===== config.mk =====
export PLATFORM = sky130hd
export DESIGN_NAME = frame_cfg_shadow_flat
export DESIGN_NICKNAME = d
export VERILOG_FILES = /design/src/rtl/frame_cfg_shadow_pkg.sv /design/src/rtl/frame_cfg_shadow_if.sv /design/src/rtl/frame_cfg_shadow_sync.sv /design/src/rtl/frame_cfg_shadow.sv /design/src/flat_wrapper.sv
export SDC_FILE = /design/constraint.sdc
export NUM_CORES = 1
export LEC_CHECK = 0
export CORE_AREA = 2 2 190 136
export DETAILED_ROUTE_END_ITERATION = 12
export DIE_AREA = 0 0 192 138
export GPL_ROUTABILITY_DRIVEN = 0
export RECOVER_POWER = 25
export SLEW_MARGIN = 20
export SYNTH_ARGS = -nofsm -noshare
export SYNTH_HDL_FRONTEND = slang
export SYNTH_HIERARCHICAL = 1
export SYNTH_SLANG_ARGS = --single-unit

===== constraint.sdc =====
create_clock -name clk -period 1.5 [get_ports clk]
set_input_delay 0.45 -clock clk [delete_from_list [all_inputs] [get_ports clk]]
set_output_delay 0.45 -clock clk [all_outputs]
set_load 0.05 [all_outputs]

===== src/rtl/frame_cfg_shadow_pkg.sv =====
// Shared definitions for the frame configuration shadow bank: FSM states,
// config field indices and default geometry.
package frame_cfg_pkg;

    localparam int DEF_NUM_FIELDS  = 4;
    localparam int DEF_FIELD_W     = 16;
    localparam int DEF_SYNC_STAGES = 2;

    // Field slots within the packed config word, lowest slot at bit 0
    localparam int FLD_SOURCE       = 0;
    localparam int FLD_FRAMEDAT_LEN = 1;
    localparam int FLD_TRACE_LEN    = 2;
    localparam int FLD_RETRACE_LEN  = 3;

    typedef enum logic {
        IDLE    = 1'b0,
        PENDING = 1'b1
    } state_t;

endpackage


===== src/rtl/frame_cfg_shadow_if.sv =====
// Host-side update request and frame-generator config bus of the shadow bank.
// Optional per-field write mask exists only when FRAME_CFG_MASK_EN is defined.
interface frame_cfg_shadow_if
    import frame_cfg_pkg::*;
#(
    parameter int NUM_FIELDS = DEF_NUM_FIELDS,
    parameter int FIELD_W    = DEF_FIELD_W
);

    logic                          update_flag;
    logic [NUM_FIELDS*FIELD_W-1:0] cfg_in;
    logic                          apply_mode;
    logic                          frame_start;
    logic                          err_clr;
`ifdef FRAME_CFG_MASK_EN
    logic [NUM_FIELDS-1:0]         field_mask;
`endif
    logic [NUM_FIELDS*FIELD_W-1:0] cfg_out;
    logic                          cfg_valid;
    logic                          update_pending;
    logic                          update_done;
    logic                          overrun_err;

    modport master (
        output update_flag, cfg_in, apply_mode, frame_start, err_clr,
`ifdef FRAME_CFG_MASK_EN
        output field_mask,
`endif
        input  cfg_out, cfg_valid, update_pending, update_done, overrun_err
    );

    modport slave (
        input  update_flag, cfg_in, apply_mode, frame_start, err_clr,
`ifdef FRAME_CFG_MASK_EN
        input  field_mask,
`endif
        output cfg_out, cfg_valid, update_pending, update_done, overrun_err
    );

endinterface


===== src/rtl/frame_cfg_shadow_sync.sv =====
// Brings the foreign-domain update level into clk and emits a one-cycle req per rising edge.
// SYNC_STAGES (2..4) flops then one history flop; a level held high yields a single req.
module cfg_req_sync
    import frame_cfg_pkg::*;
#(
    parameter int SYNC_STAGES = DEF_SYNC_STAGES
) (
    input  logic clk,
    input  logic reset_n,
    input  logic flag_i,
    output logic req_o
);

    logic [SYNC_STAGES-1:0] sync_q;
    logic                   hist_q;

    always_ff @(posedge clk or negedge reset_n) begin
        if (!reset_n) begin
            sync_q <= '0;
            hist_q <= 1'b0;
        end else begin
            sync_q <= {sync_q[SYNC_STAGES-2:0], flag_i};
            hist_q <= sync_q[SYNC_STAGES-1];
        end
    end

    assign req_o = sync_q[SYNC_STAGES-1] & ~hist_q;

endmodule


===== src/rtl/frame_cfg_shadow.sv =====
// Frame configuration shadow bank: applies a requested config now or at the next frame_start.
// Build option FRAME_CFG_MASK_EN adds a per-field write mask on the interface.
module frame_cfg_shadow
    import frame_cfg_pkg::*;
#(
    parameter int NUM_FIELDS  = DEF_NUM_FIELDS,
    parameter int FIELD_W     = DEF_FIELD_W,
    parameter int SYNC_STAGES = DEF_SYNC_STAGES
) (
    input  logic               clk,
    input  logic               reset_n,
    frame_cfg_shadow_if.slave  bus
);

    localparam int CFG_W = NUM_FIELDS * FIELD_W;

    logic             req;
    state_t           state_q;
    logic [CFG_W-1:0] cfg_out_q;
    logic [CFG_W-1:0] staging_q;
    logic [CFG_W-1:0] cfg_merged;
    logic             done_q;
    logic             valid_q;
    logic             err_q;

    cfg_req_sync #(
        .SYNC_STAGES (SYNC_STAGES)
    ) u_req_sync (
        .clk     (clk),
        .reset_n (reset_n),
        .flag_i  (bus.update_flag),
        .req_o   (req)
    );

    // Masked-off fields fall back to the live output, so staging holds a complete image
    always_comb begin
        cfg_merged = bus.cfg_in;
`ifdef FRAME_CFG_MASK_EN
        for (int i = 0; i < NUM_FIELDS; i++) begin
            if (!bus.field_mask[i]) begin
                cfg_merged[i*FIELD_W +: FIELD_W] = cfg_out_q[i*FIELD_W +: FIELD_W];
            end
        end
`endif
    end

    always_ff @(posedge clk or negedge reset_n) begin
        if (!reset_n) begin
            state_q   <= IDLE;
            cfg_out_q <= '0;
            staging_q <= '0;
            done_q    <= 1'b0;
            valid_q   <= 1'b0;
            err_q     <= 1'b0;
        end else begin
            done_q <= 1'b0;
            if (bus.err_clr) begin
                err_q <= 1'b0;
            end
            case (state_q)
                IDLE: begin
                    if (req) begin
                        if (!bus.apply_mode) begin
                            cfg_out_q <= cfg_merged;
                            done_q    <= 1'b1;
                            valid_q   <= 1'b1;
                        end else begin
                            staging_q <= cfg_merged;
                            state_q   <= PENDING;
                        end
                    end
                end
                PENDING: begin
                    if (req) begin
                        // A second request before the boundary is an overrun; newest config wins
                        err_q <= 1'b1;
                        if (bus.frame_start) begin
                            cfg_out_q <= cfg_merged;
                            done_q    <= 1'b1;
                            valid_q   <= 1'b1;
                            state_q   <= IDLE;
                        end else begin
                            staging_q <= cfg_merged;
                        end
                    end else if (bus.frame_start) begin
                        cfg_out_q <= staging_q;
                        done_q    <= 1'b1;
                        valid_q   <= 1'b1;
                        state_q   <= IDLE;
                    end
                end
                default: state_q <= IDLE;
            endcase
        end
    end

    assign bus.cfg_out        = cfg_out_q;
    assign bus.cfg_valid      = valid_q;
    assign bus.update_pending = (state_q == PENDING);
    assign bus.update_done    = done_q;
    assign bus.overrun_err    = err_q;

endmodule


===== src/flat_wrapper.sv =====
// flat-port wrapper written by rule: the top's interface ports become plain ports
module frame_cfg_shadow_flat import frame_cfg_pkg::*;
#(
    parameter int NUM_FIELDS  = DEF_NUM_FIELDS,
    parameter int FIELD_W     = DEF_FIELD_W,
    parameter int SYNC_STAGES = DEF_SYNC_STAGES
)
  (clk, reset_n, bus_update_flag, bus_cfg_in, bus_apply_mode, bus_frame_start, bus_err_clr, bus_cfg_out, bus_cfg_valid, bus_update_pending, bus_update_done, bus_overrun_err);
  frame_cfg_shadow_if #(.NUM_FIELDS(NUM_FIELDS), .FIELD_W(FIELD_W)) bus_i ();
  input  logic clk;
  input  logic reset_n;
  input wire logic [$bits(bus_i.update_flag)-1:0] bus_update_flag;
  input wire logic [$bits(bus_i.cfg_in)-1:0] bus_cfg_in;
  input wire logic [$bits(bus_i.apply_mode)-1:0] bus_apply_mode;
  input wire logic [$bits(bus_i.frame_start)-1:0] bus_frame_start;
  input wire logic [$bits(bus_i.err_clr)-1:0] bus_err_clr;
  output wire logic [$bits(bus_i.cfg_out)-1:0] bus_cfg_out;
  output wire logic [$bits(bus_i.cfg_valid)-1:0] bus_cfg_valid;
  output wire logic [$bits(bus_i.update_pending)-1:0] bus_update_pending;
  output wire logic [$bits(bus_i.update_done)-1:0] bus_update_done;
  output wire logic [$bits(bus_i.overrun_err)-1:0] bus_overrun_err;
  assign bus_i.update_flag = bus_update_flag;
  assign bus_i.cfg_in = bus_cfg_in;
  assign bus_i.apply_mode = bus_apply_mode;
  assign bus_i.frame_start = bus_frame_start;
  assign bus_i.err_clr = bus_err_clr;
  assign bus_cfg_out = bus_i.cfg_out;
  assign bus_cfg_valid = bus_i.cfg_valid;
  assign bus_update_pending = bus_i.update_pending;
  assign bus_update_done = bus_i.update_done;
  assign bus_overrun_err = bus_i.overrun_err;
  frame_cfg_shadow #(.NUM_FIELDS(NUM_FIELDS), .FIELD_W(FIELD_W), .SYNC_STAGES(SYNC_STAGES)) u_core (.clk(clk), .reset_n(reset_n), .bus(bus_i));
endmodule

==> results.ini <==
[logic_synthesis]
synth_warnings = 6
synth_top_area_share_pct = 53.3
synthesis.nets = 430
synth_top_area_cell = dfrtp_1
synth_cell_types = 19
synth_top_cells_by_count = dfrtp_1 (135), mux2_4 (120), mux2_2 (72), buf_4 (7), buf_12 (6)
synth.most_common_cell = dfrtp_1
postSynth.asyncResetShare_pct = 100
synth_ff_type = dfrtp_1
ys_seq_elements = 135
synth-edff-count = 0
syn-cell-area_um2 = 6340
syn_inst = 360
synth_area_leaders = dfrtp_1 (53%), mux2_4 (28%), mux2_2 (13%)
synth_area_per_cell_um2 = 17.6
synth.yosys.seq_area_share_pct = 53.3

[global_route]
grt-ovfl-total = 0
antenna_found_initial = 1
grt_pass1_vias = 4224
grt_max_degree = 41
grt_usage_pct = 12.3
grt_pass1_wl_um = 24700

[sta]
setup_violations = 130
setup_ws_ps = -187
period_needed_ps = 1690
hold_viol = 0
finalCritPeriodShare_pct = 112
relSlewSlack_pct = 53.4
max_freq_ghz = 0.593
rsz0062_at_grt = yes
slew_viol_final = 0
fin_skew_ps = 9.30
worstMarginPinSlew_ps = 698

[clock_network]
cts_tree = done
worstSkewPairLatency_ps = 420
htreeDepth = 4
cts.sinks = 135
cts_buffers = 17
cts.path.max_buffers = 2
clk_pin_slew_worst_paths_ps = 60
root_buffer = clkbuf_16

[final_layout]
post-route-util_pct = 40.6
multi_input_area_um2 = 2980
final_cells = 880
areaGrowthSynthToFinish_pct = 60.0
post_route_cells_drive_above_1_share_pct = 61.9
finalNetCount = 605
final_area_um2 = 10100
final-seq-area_um2 = 3380
fill_cells = 2240

[pwr]
total_power_w = 0.0174
power.density_nw_per_um2 = 1720
p_leak_nw = 4.68
vdd_drop_max_uv = 1130

[placement]
dp.cells = 829
hpwl_um = 9830
post_dp_cell_area_um2 = 8870
io_buffers = 137

[detailed_routing]
vias_per_cell = 4.17
via_count = 3673
drtPass1Iterations = 4
drc = 0
finalWirelength_um = 16100
wl_per_cell_um = 18.3
drt_iter0_markers = 150
antenna_left = 0

[worst_setup_path]
critPathBufInv = 2
start_kind = flip-flop
cp.arrival_ps = 1990
cp_top_family = multiplexers
end_kind = flip-flop
cp_common_cell = mux2_4
cp.required_ps = 1800
path_class = flip-flop to flip-flop
cp_slowest_cell = dfrtp_1
crit_path_max_incr_delay_ps = 390
critPathMaxFanout = 8
path_cells = nor2b_4 -> nand2b_4 -> buf_6 -> buf_12 -> mux2_4 -> mux2_4

[run_status]
violations = negative setup slack
status = finished, violations left

[die]
io_pins = 138
die_h_um = 138
coreArea_um2 = 25000
start_util_pct = 25.3
core.rowCount = 49
die_area_um2 = 26500
die_width_um = 192

[min_path]
hp-class = flip-flop to flip-flop

[run]
max_cap_violations = 0

[repair_timing]
| action | 4_1_cts | 5_1_grt |
|---|---|---|
| setup endpoints to repair | 130 | 132 |
| cloned | 7 | 2 |
| hold buffers | 1 | 0 |
| hold endpoints to repair | 18 | 0 |
| pin swaps | 0 | 1 |
| resized for setup | 52 | 40 |
| buffers inserted | 13 | 2 |
[layer usage]
layer  GRT usage, %  part of all wire, %  vias to the layer above
met5              0                    0                        -
met4           4.50                  1.3                        0
met3           4.04                  6.0                       17
met2           17.7                   44                      113
met1           17.0                   48                     1899
li1               -                    -                     1644
[registers in the layout, indices dropped and copies added (netlist names)]
name / flops
u_core/u_req_sync/sync_q: 2
u_core/bus.overrun_err: 1
u_core/staging_q: 64
u_core/u_req_sync/hist_q: 1
u_core/bus.cfg_out: 64
u_core/bus.cfg_valid: 1
u_core/bus.update_pending: 1
u_core/bus.update_done: 1
[cell families (layout without fill, tap and decap cells)]
logic type      Yosys count  after routing  share of synthesized area, %
simple gates              6              6                         0.711
flops                   135            135                          53.3
mux                     193            193                          41.4
buf+inv                  22            210                          4.07
compound gates            4              4                         0.553
other cells               0              1                             0
[path summary, 6_finish.rpt]
check                                                       from                                    end  slack [ps]  cells after the start
max                           u_core/u_req_sync/hist_q$_DFF_PN0_     u_core/bus.cfg_out[28]$_DFFE_PN0P_        -190                      6
min                        u_core/u_req_sync/sync_q[0]$_DFF_PN0_  u_core/u_req_sync/sync_q[1]$_DFF_PN0_         350                      0
max reg2reg                   u_core/u_req_sync/hist_q$_DFF_PN0_     u_core/bus.cfg_out[28]$_DFFE_PN0P_        -190                      6
min reg2reg                u_core/u_req_sync/sync_q[0]$_DFF_PN0_  u_core/u_req_sync/sync_q[1]$_DFF_PN0_         350                      0
max in group asynchronous                                reset_n       u_core/staging_q[33]$_DFFE_PN0P_         180                      3
min in group asynchronous                                reset_n     u_core/bus.cfg_out[35]$_DFFE_PN0P_         600                      2
[metrics by stage]
| step | worst slack (ps) | hold WS, ps | TNS (ps) |
|---|---|---|---|
| final | -187 | 350 | -15890 |
| after global routing | -228 | 379 | -22100 |
| after CTS | -188 | 354 | -19130 |
| after detailed placement | -518 | 336 | -62110 |
| after global placement | -510 | 336 | -60550 |
| after floorplan | -192 | 154 | -23090 |
[power breakdown]
| group | leakage [nW] | switching (W) | total (W) | internal (W) |
|---|---|---|---|---|
| Combinational | 2.75 | 0.00296 | 0.00690 | 0.00394 |
| Sequential | 1.59 | 0.000886 | 0.00547 | 0.00459 |
| Clock | 0.335 | 0.00165 | 0.00507 | 0.00342 |
| Total | 4.68 | 0.00550 | 0.0174 | 0.0119 |
[final cells by class]
type	instances	share of cell area (%)
Tap cell	331	4.08
Timing Repair Buffer	177	26.1
Sequential cell	135	33.3
Clock inverter	12	2.42
Antenna cell	1	0.0247
Inverter	1	0.0370
Multi-Input combinational cell	203	29.4
Clock buffer	20	4.60
[cells in the final DEF, fill, tap and decap left out, types with 3 or more instances in the layout]
master           count
bufinv_16            7
clkbuf_16           19
clkbuf_8             3
clkdlybuf4s50_1     67
mux2_4             191
buf_6               10
buf_12              82
dfrtp_1            134
buf_4                7
clkinvlp_4           4
clkbuf_2             3
No activity file was read; power rests on OpenSTA's default activity.
